--- src/rtl/ram_loader.sv ---
// ---------------------------------------------------------------------------
// ram_loader
//   Bulk-load engine placed in front of ram_4k. Accepts a byte stream over a
//   valid/ready handshake, packs byte pairs into 16-bit words (high byte
//   first) and writes them to consecutive RAM addresses starting at a
//   programmable base. Used to preload data memory before the CPU is
//   released from reset.
//
// Ports
//   clock       in   system clock, all state changes on the rising edge
//   reset       in   synchronous active-high reset, highest priority
//   start       in   begin a load (only looked at while idle)
//   base_addr   in   first RAM address written, latched with start
//   word_count  in   number of words to write, latched with start
//   byte_in     in   stream data
//   byte_valid  in   byte_in holds a valid byte
//   byte_ready  out  loader accepts a byte this cycle
//   ram_in      out  write data to ram_4k
//   ram_addr    out  address to ram_4k
//   ram_load    out  write enable to ram_4k (one cycle per word)
//   busy        out  load in progress
//   done        out  one-cycle pulse at the end of a load
//
// Every output is a flop; nothing combinational reaches an output port.
// ---------------------------------------------------------------------------
module ram_loader #(
  parameter int ADDR_WIDTH  = 12,
  parameter int COUNT_WIDTH = 13
) (
  input  logic                   clock,
  input  logic                   reset,
  input  logic                   start,
  input  logic [ADDR_WIDTH-1:0]  base_addr,
  input  logic [COUNT_WIDTH-1:0] word_count,
  input  logic [7:0]             byte_in,
  input  logic                   byte_valid,
  output logic                   byte_ready,
  output logic [15:0]            ram_in,
  output logic [ADDR_WIDTH-1:0]  ram_addr,
  output logic                   ram_load,
  output logic                   busy,
  output logic                   done
);

  typedef enum logic [2:0] {
    S_IDLE,
    S_HIGH,
    S_LOW,
    S_WRITE,
    S_DONE
  } state_e;

  state_e                 state_q;
  logic [ADDR_WIDTH-1:0]  addr_q;
  logic [COUNT_WIDTH-1:0] remaining_q;
  logic [7:0]             high_byte_q;
  logic                   byte_ready_q;
  logic [15:0]            ram_in_q;
  logic [ADDR_WIDTH-1:0]  ram_addr_q;
  logic                   ram_load_q;
  logic                   busy_q;
  logic                   done_q;

  // byte_ready_q is only set in HIGH/LOW, so this is the handshake itself.
  logic byte_accept;
  assign byte_accept = byte_valid & byte_ready_q;

  // Outputs are declared one cycle ahead: each transition loads the output
  // flops with the values belonging to the state being entered.
  // NOTE: all state here uses non-blocking assignments so every flop samples
  // the pre-edge value of every other flop, regardless of statement order.
  always_ff @(posedge clock) begin
    if (reset) begin
      state_q      <= S_IDLE;
      addr_q       <= '0;
      remaining_q  <= '0;
      high_byte_q  <= '0;
      byte_ready_q <= 1'b0;
      ram_in_q     <= '0;
      ram_addr_q   <= '0;
      ram_load_q   <= 1'b0;
      busy_q       <= 1'b0;
      done_q       <= 1'b0;
    end else begin
      // Single-cycle strobes; re-asserted only by the transitions below.
      ram_load_q <= 1'b0;
      done_q     <= 1'b0;

      case (state_q)
        S_IDLE: begin
          if (start) begin
            addr_q      <= base_addr;
            remaining_q <= word_count;
            busy_q      <= 1'b1;
            if (word_count == '0) begin
              state_q <= S_DONE;
              done_q  <= 1'b1;
            end else begin
              state_q      <= S_HIGH;
              byte_ready_q <= 1'b1;
            end
          end
        end

        S_HIGH: begin
          if (byte_accept) begin
            high_byte_q <= byte_in;
            state_q     <= S_LOW;
          end
        end

        S_LOW: begin
          if (byte_accept) begin
            ram_in_q     <= {high_byte_q, byte_in};
            ram_addr_q   <= addr_q;
            ram_load_q   <= 1'b1;
            byte_ready_q <= 1'b0;
            state_q      <= S_WRITE;
          end
        end

        S_WRITE: begin
          // The address counter wraps naturally at 2^ADDR_WIDTH.
          addr_q      <= addr_q + ADDR_WIDTH'(1);
          remaining_q <= remaining_q - COUNT_WIDTH'(1);
          if (remaining_q == COUNT_WIDTH'(1)) begin
            state_q <= S_DONE;
            done_q  <= 1'b1;
          end else begin
            state_q      <= S_HIGH;
            byte_ready_q <= 1'b1;
          end
        end

        S_DONE: begin
          state_q <= S_IDLE;
          busy_q  <= 1'b0;
        end

        default: begin
          state_q      <= S_IDLE;
          byte_ready_q <= 1'b0;
          busy_q       <= 1'b0;
        end
      endcase
    end
  end

  assign byte_ready = byte_ready_q;
  assign ram_in     = ram_in_q;
  assign ram_addr   = ram_addr_q;
  assign ram_load   = ram_load_q;
  assign busy       = busy_q;
  assign done       = done_q;

endmodule

--- config.mk ---
export PLATFORM = sky130hd
export DESIGN_NAME = ram_loader
export DESIGN_NICKNAME = d
export VERILOG_FILES = /design/src/rtl/ram_loader.sv
export SDC_FILE = /design/constraint.sdc
export NUM_CORES = 1
export LEC_CHECK = 0
export CAP_MARGIN = 40
export CORE_MARGIN = 1
export CORE_UTILIZATION = 35
export CTS_CLUSTER_SIZE = 10
export DETAILED_ROUTE_END_ITERATION = 8
export RECOVER_POWER = 50
export SLEW_MARGIN = 25
export SYNTH_ARGS = -nofsm -noshare
export SYNTH_HDL_FRONTEND = slang
export SYNTH_SLANG_ARGS = --single-unit
--- constraint.sdc ---
create_clock -name clock -period 5.1 [get_ports clock]
set_clock_uncertainty 0.2 [all_clocks]
set_input_delay 1.275 -clock clock [delete_from_list [all_inputs] [get_ports clock]]
set_output_delay 1.275 -clock clock [all_outputs]
set_load 0.01 [all_outputs]
==> metrics.yaml, run 1 <==
tightest_slew_ns: 1.63
coreArea_mm2: 0.00834
start_kind: "input port"
drv_slew: 9
wl_per_cell_um: 14.7
area_delta_synth_final_pct: 30.4
cts.htree.levels: 3
vias: 2842
postSynthNetCount: 407
final_antenna_net_count: 0
synth.distinct_cells: 53
cts_max_path_buffers: 2
setup_violations: 0
grt_pass1_wl_mm: 12.6
final_common_cell: "dfxtp_1"
seq_area_frac_synth_pct: 44.4
ctsHoldBuffers: 0
ys_ff_latch: 68
crit_arrival_ns: 3.55
drive_gt1_share_pct: 6.48
worst-path-max-fanout: 8
path_cells: "dlygate4sd3_1 -> nand3_1 -> nor3_1 -> mux2i_1 -> nor2_1"
nets: 467
powerDensity_mw_per_mm2: 306
die-area_mm2: 0.00913
insertion_delay_ns: 0.34
drtPass1Iterations: 4
ir_worst_vdd_v: 0.000177
clockRootBuffer: "clkbuf_8"
netlist_area_mm2: 0.00306
postCtsResizedCells: 0
synth_edf_count: 0
clock-sinks: 68
fp-row-count: 33
slowest_delay_ns: 1.26
worst-path-buf-inv: 1
ys_warn_count: 0
status: "complete, but fails checks"
crit_family: "simple AND/OR/NAND/NOR gates"
timing.setup.tns_ns: 0
drt_drc_violations_left: 0
diodes: 0
cp_slowest_cell: "nor3_1"
rsz0062_at_grt: "false"
cts_tree: "done"
hold_class: "reg2reg"
die_h_um: 95.6
cp.required_ns: 5.12
finalCritPeriodShare_pct: 69.2
post_cts_buffers: 0
ff2ff_setup_slack_ns: 2.40
timing.fmax_mhz: 283
critPathKind: "in2reg"
hold_viol: 0
grt_overflow: 0
first_global_vias: 2564
port_buffers: 68
ios: 69
track_usage_pct: 18.2
fin_cells: 537
die_x_um: 95.6
first_iter_violations: 167
final_util_pct: 47.9
placed_cells: 521
start_util_pct: 36.7
maxCapViolCount: 1
clkTransAtPathRegs_ns: 0.07
ys.flop_type: "dfxtp_1"
syn_avg_cell_area_um2: 8.35
cp-end-kind: "flop"
dpl.hpwl_mm: 5.47
syn_inst: 367
antenna_found_initial: 0
gp_congestion: 0.832
grt_start_max_net_pins: 41
vias_per_cell: 5.29
slew_headroom_pct: -9.27
p_leak_nw: 1.50
cts_buffers: 9
violations: "max-capacitance violations, max-slew violations"
min_period_ns: 3.53
async_flop_share_pct: 0
final_cell_mix: "68 x dfxtp_1, 67 x nand2_1, 43 x a21oi_1"
wl_mm: 7.89
## cell families (layout without fill, tap and decap cells)
logic type / Yosys count / count (layout) / share of synthesized area, %
compound gates: 93 / 93 / 19.2
fa+ha+maj: 3 / 3 / 1.23
buf+inv: 27 / 92 / 4.53
flops: 68 / 68 / 44.4
mux: 8 / 8 / 2.61
simple gates: 168 / 168 / 28.0
## metrics by stage
stage	power [mW]	area, um2	setup WS, ns	hold slack [ns]
global route	1.28	3990	1.37	0.271
global placement	0.747	3760	1.69	0.242
floorplan	0.689	3060	2.40	0.231
detailed placement	0.749	3790	1.69	0.246
CTS	1.24	4010	2.05	0.256
finish	1.22	3990	1.57	0.252
## worst min-delay path, cell delays in order, from the launching register on
cell and delay, ns:
dfxtp_1 0.31, nand2_1 0.05, a21oi_1 0.05
## power breakdown
group	total, mW	switching (mW)	internal [mW]
registers	0.584	0.0300	0.554
logic	0.151	0.0781	0.0730
clock network	0.486	0.199	0.286
## final cells by class
cell class / instances / area, um2
clock inverters: 5 / 75.1
flip-flops and latches: 68 / 1360
inverters: 4 / 15.0
fillers: 836 / 4350
well taps: 105 / 131
multi-input cells: 272 / 1550
clock buffers: 11 / 141
repair buffers: 72 / 721
## sequential cells by signal, indices dropped and copies added, names as in the netlist
register,cells
ram_addr,12
state_q,3
remaining_q,13
busy,1
byte_ready,1
high_byte_q,8
ram_in,16
addr_q,12
done,1
ram_load,1
## worst paths after layout
| check | cells after the start | to | from |
|---|---|---|---|
| min reg2reg | 2 | ram_in[15]$_SDFFE_PP0P_ | ram_in[15]$_SDFFE_PP0P_ |
| min | 2 | ram_in[15]$_SDFFE_PP0P_ | ram_in[15]$_SDFFE_PP0P_ |
| max | 5 | high_byte_q[0]$_SDFFE_PP0P_ | byte_valid |
| max reg2reg | 4 | high_byte_q[0]$_SDFFE_PP0P_ | state_q[0]$_SDFFE_PP0P_ |
## cells in the mapped netlist, types with 3 or more instances
master    number  area share, %
a221oi_1       4            1.1
and3_1         3           0.61
nor3_1         9            1.5
o21a_1         3           0.74
ha_1           3            1.2
a21oi_1       43            7.0
a211oi_1       7            1.7
nor2_1        39            4.8
nor4_1         6            1.2
inv_1          4           0.49
o21ai_0        8            1.3
dfxtp_1       68             44
nand2_1       67            8.2
a311oi_1       5            1.4
buf_2          9            1.5
nand2b_1       4           0.82
clkbuf_1       8           0.98
buf_4          3           0.74
o211ai_1       4           0.98
nor3b_1        4           0.98
mux2i_1        8            2.6
nand3_1       11            1.8
o21ai_1        4           0.65
nor2b_1        3           0.61
nor3_4         3            1.6
## routing by layer
layer / part of all wire [%] / wire (um) / up-vias / global-route usage, %
met5: 0 / 0 / - / 0
li1: - / - / 1439 / -
met1: 45 / 3570 / 1318 / 23.1
met4: 1.5 / 117 / 0 / 6.84
met2: 47 / 3700 / 76 / 29.5
met3: 6.3 / 497 / 9 / 4.63
Note: power is estimated with default switching activity, not from simulation.
==> run 2: changes to the inputs <==
clock period = 3 ns   (was 5.1 ns; I/O delays follow)
==> metrics.yaml, run 2 (synthesized netlist as in run 1, its figures left out) <==
status: "finished clean"
placed_cells: 525
cts_max_path_buffers: 2
cp.required_ns: 3.01
critPathKind: "in2reg"
holdPathEnd: "ram_in[9]$_SDFFE_PP0P_"
post_cts_buffers: 0
ir_worst_vdd_v: 0.000202
nets: 471
setup_violations: 0
p_leak_nw: 1.51
ff2ff_setup_slack_ns: 0.60
ios: 69
hold-path-cell-count: 2
slew_headroom_pct: 40.1
timing.rr.start: "state_q[1]$_SDFFE_PP0P_"
r2r_cells: 4
final_antenna_net_count: 0
gp_congestion: 0.859
final_cell_mix: "68 x dfxtp_1, 67 x nand2_1, 43 x a21oi_1"
wl_mm: 7.77
cts.htree.levels: 3
min_period_ns: 2.57
tightest_slew_ns: 0.894
hold_class: "reg2reg"
fin_cells: 540
min-delay-start: "high_byte_q[1]$_SDFFE_PP0P_"
area_delta_synth_final_pct: 31.4
drv_slew: 0
diodes: 0
coreArea_mm2: 0.00834
start_kind: "input port"
grt_start_max_net_pins: 30
hold_viol: 0
largest_reg_flops: 16
die-area_mm2: 0.00913
cts_buffers: 9
maxCapViolCount: 0
vias: 2821
die_h_um: 95.6
nFillCells: 863
timing.fmax_mhz: 389
wl_per_cell_um: 14.4
drtPass1Iterations: 4
crit_arrival_ns: 2.58
final_common_cell: "dfxtp_1"
drive_gt1_share_pct: 7.13
track_usage_pct: 18.2
clockRootBuffer: "clkbuf_8"
drt_drc_violations_left: 0
cts_tree: "done"
worst-path-max-fanout: 7
timing.setup.tns_ns: 0
finalCritPeriodShare_pct: 85.7
postCtsResizedCells: 0
first_iter_violations: 141
first_global_vias: 2586
cp-end-kind: "flop"
antenna_found_initial: 0
powerDensity_mw_per_mm2: 538
clock-sinks: 68
port_buffers: 68
clkTransAtPathRegs_ns: 0.07
die_x_um: 95.6
dpl.hpwl_mm: 5.37
grt_pass1_wl_mm: 12.6
vias_per_cell: 5.22
start_util_pct: 36.7
insertion_delay_ns: 0.35
ctsHoldBuffers: 0
fp-row-count: 33
r2r-end: "remaining_q[9]$_SDFFE_PP0P_"
rsz0062_at_grt: "false"
grt_overflow: 0
==> run 2: changes by cell type in the layout (fill, tap and decap cells not counted), moves of 2 or more <==
cell / change
clkinvlp_4: +2
buf_8: -2
clkinv_2: -3
buf_4: +3
==> run 2: stage by stage <==
stage	hold slack, ns	power [mW]	utilization (%)	setup WS [ns]	area [um2]
after floorplan	0.231	1.17	-	0.821	3060
after global placement	0.234	1.28	45.6	0.304	3810
after detailed placement	0.245	1.28	45.6	0.275	3810
after CTS	0.246	2.19	48.5	0.588	4040
after global routing	0.273	2.26	48.2	0.300	4020
final	0.249	2.16	48.2	0.430	4020
==> run 2: where the power goes <==
group / internal (mW) / switching [mW]
sequential: 0.941 / 0.0498
combinational: 0.128 / 0.136
clock: 0.549 / 0.360
total: 1.62 / 0.546
==> run 2: worst max-delay path by stage <==
stage	end	cells past startpoint	slack, ns	from
after floorplan	byte_ready$_SDFFE_PP0P_	5	0.82	word_count[2]
after global placement	remaining_q[2]$_SDFFE_PP0P_	6	0.30	start
after detailed placement	byte_ready$_SDFFE_PP0P_	6	0.28	word_count[2]
after CTS	remaining_q[9]$_SDFFE_PP0P_	4	0.59	state_q[1]$_SDFFE_PP0P_
after global routing	ram_addr[6]$_SDFFE_PP0P_	6	0.30	byte_valid
final	addr_q[2]$_SDFFE_PP0P_	6	0.43	start
==> run 2: routing by layer <==
layer	GRT usage, %	vias to the layer above	part of all wire (%)
met1	24.1	1306	49
met4	8.58	0	1.7
met3	3.43	11	4.7
met2	28.5	70	45
met5	0	-	0
li1	-	1434	-
==> run 2: final cells by class <==
type	count	area, um2	area share [%]
multi-input cells	272	1550	38.6
well taps	105	131	3.26
clock inverters	6	114	2.83
clock buffers	9	124	3.08
inverters	4	15.0	0.373
repair buffers	76	726	18.0
flip-flops and latches	68	1360	33.8
==> run 2: worst max-delay path, stage by stage <==
cell and delay (ns):
dlygate4sd3_1 0.57, or4b_1 0.63, nand2_2 0.20, o21ai_0 0.12, a221oi_1 0.25, nor2_1 0.06
==> run 3: changes to the inputs <==
CORE_MARGIN = not set   (was 1)
==> results of run 3 <==
Same layout as run 2: the final DEF is identical, and so are final timing and power.
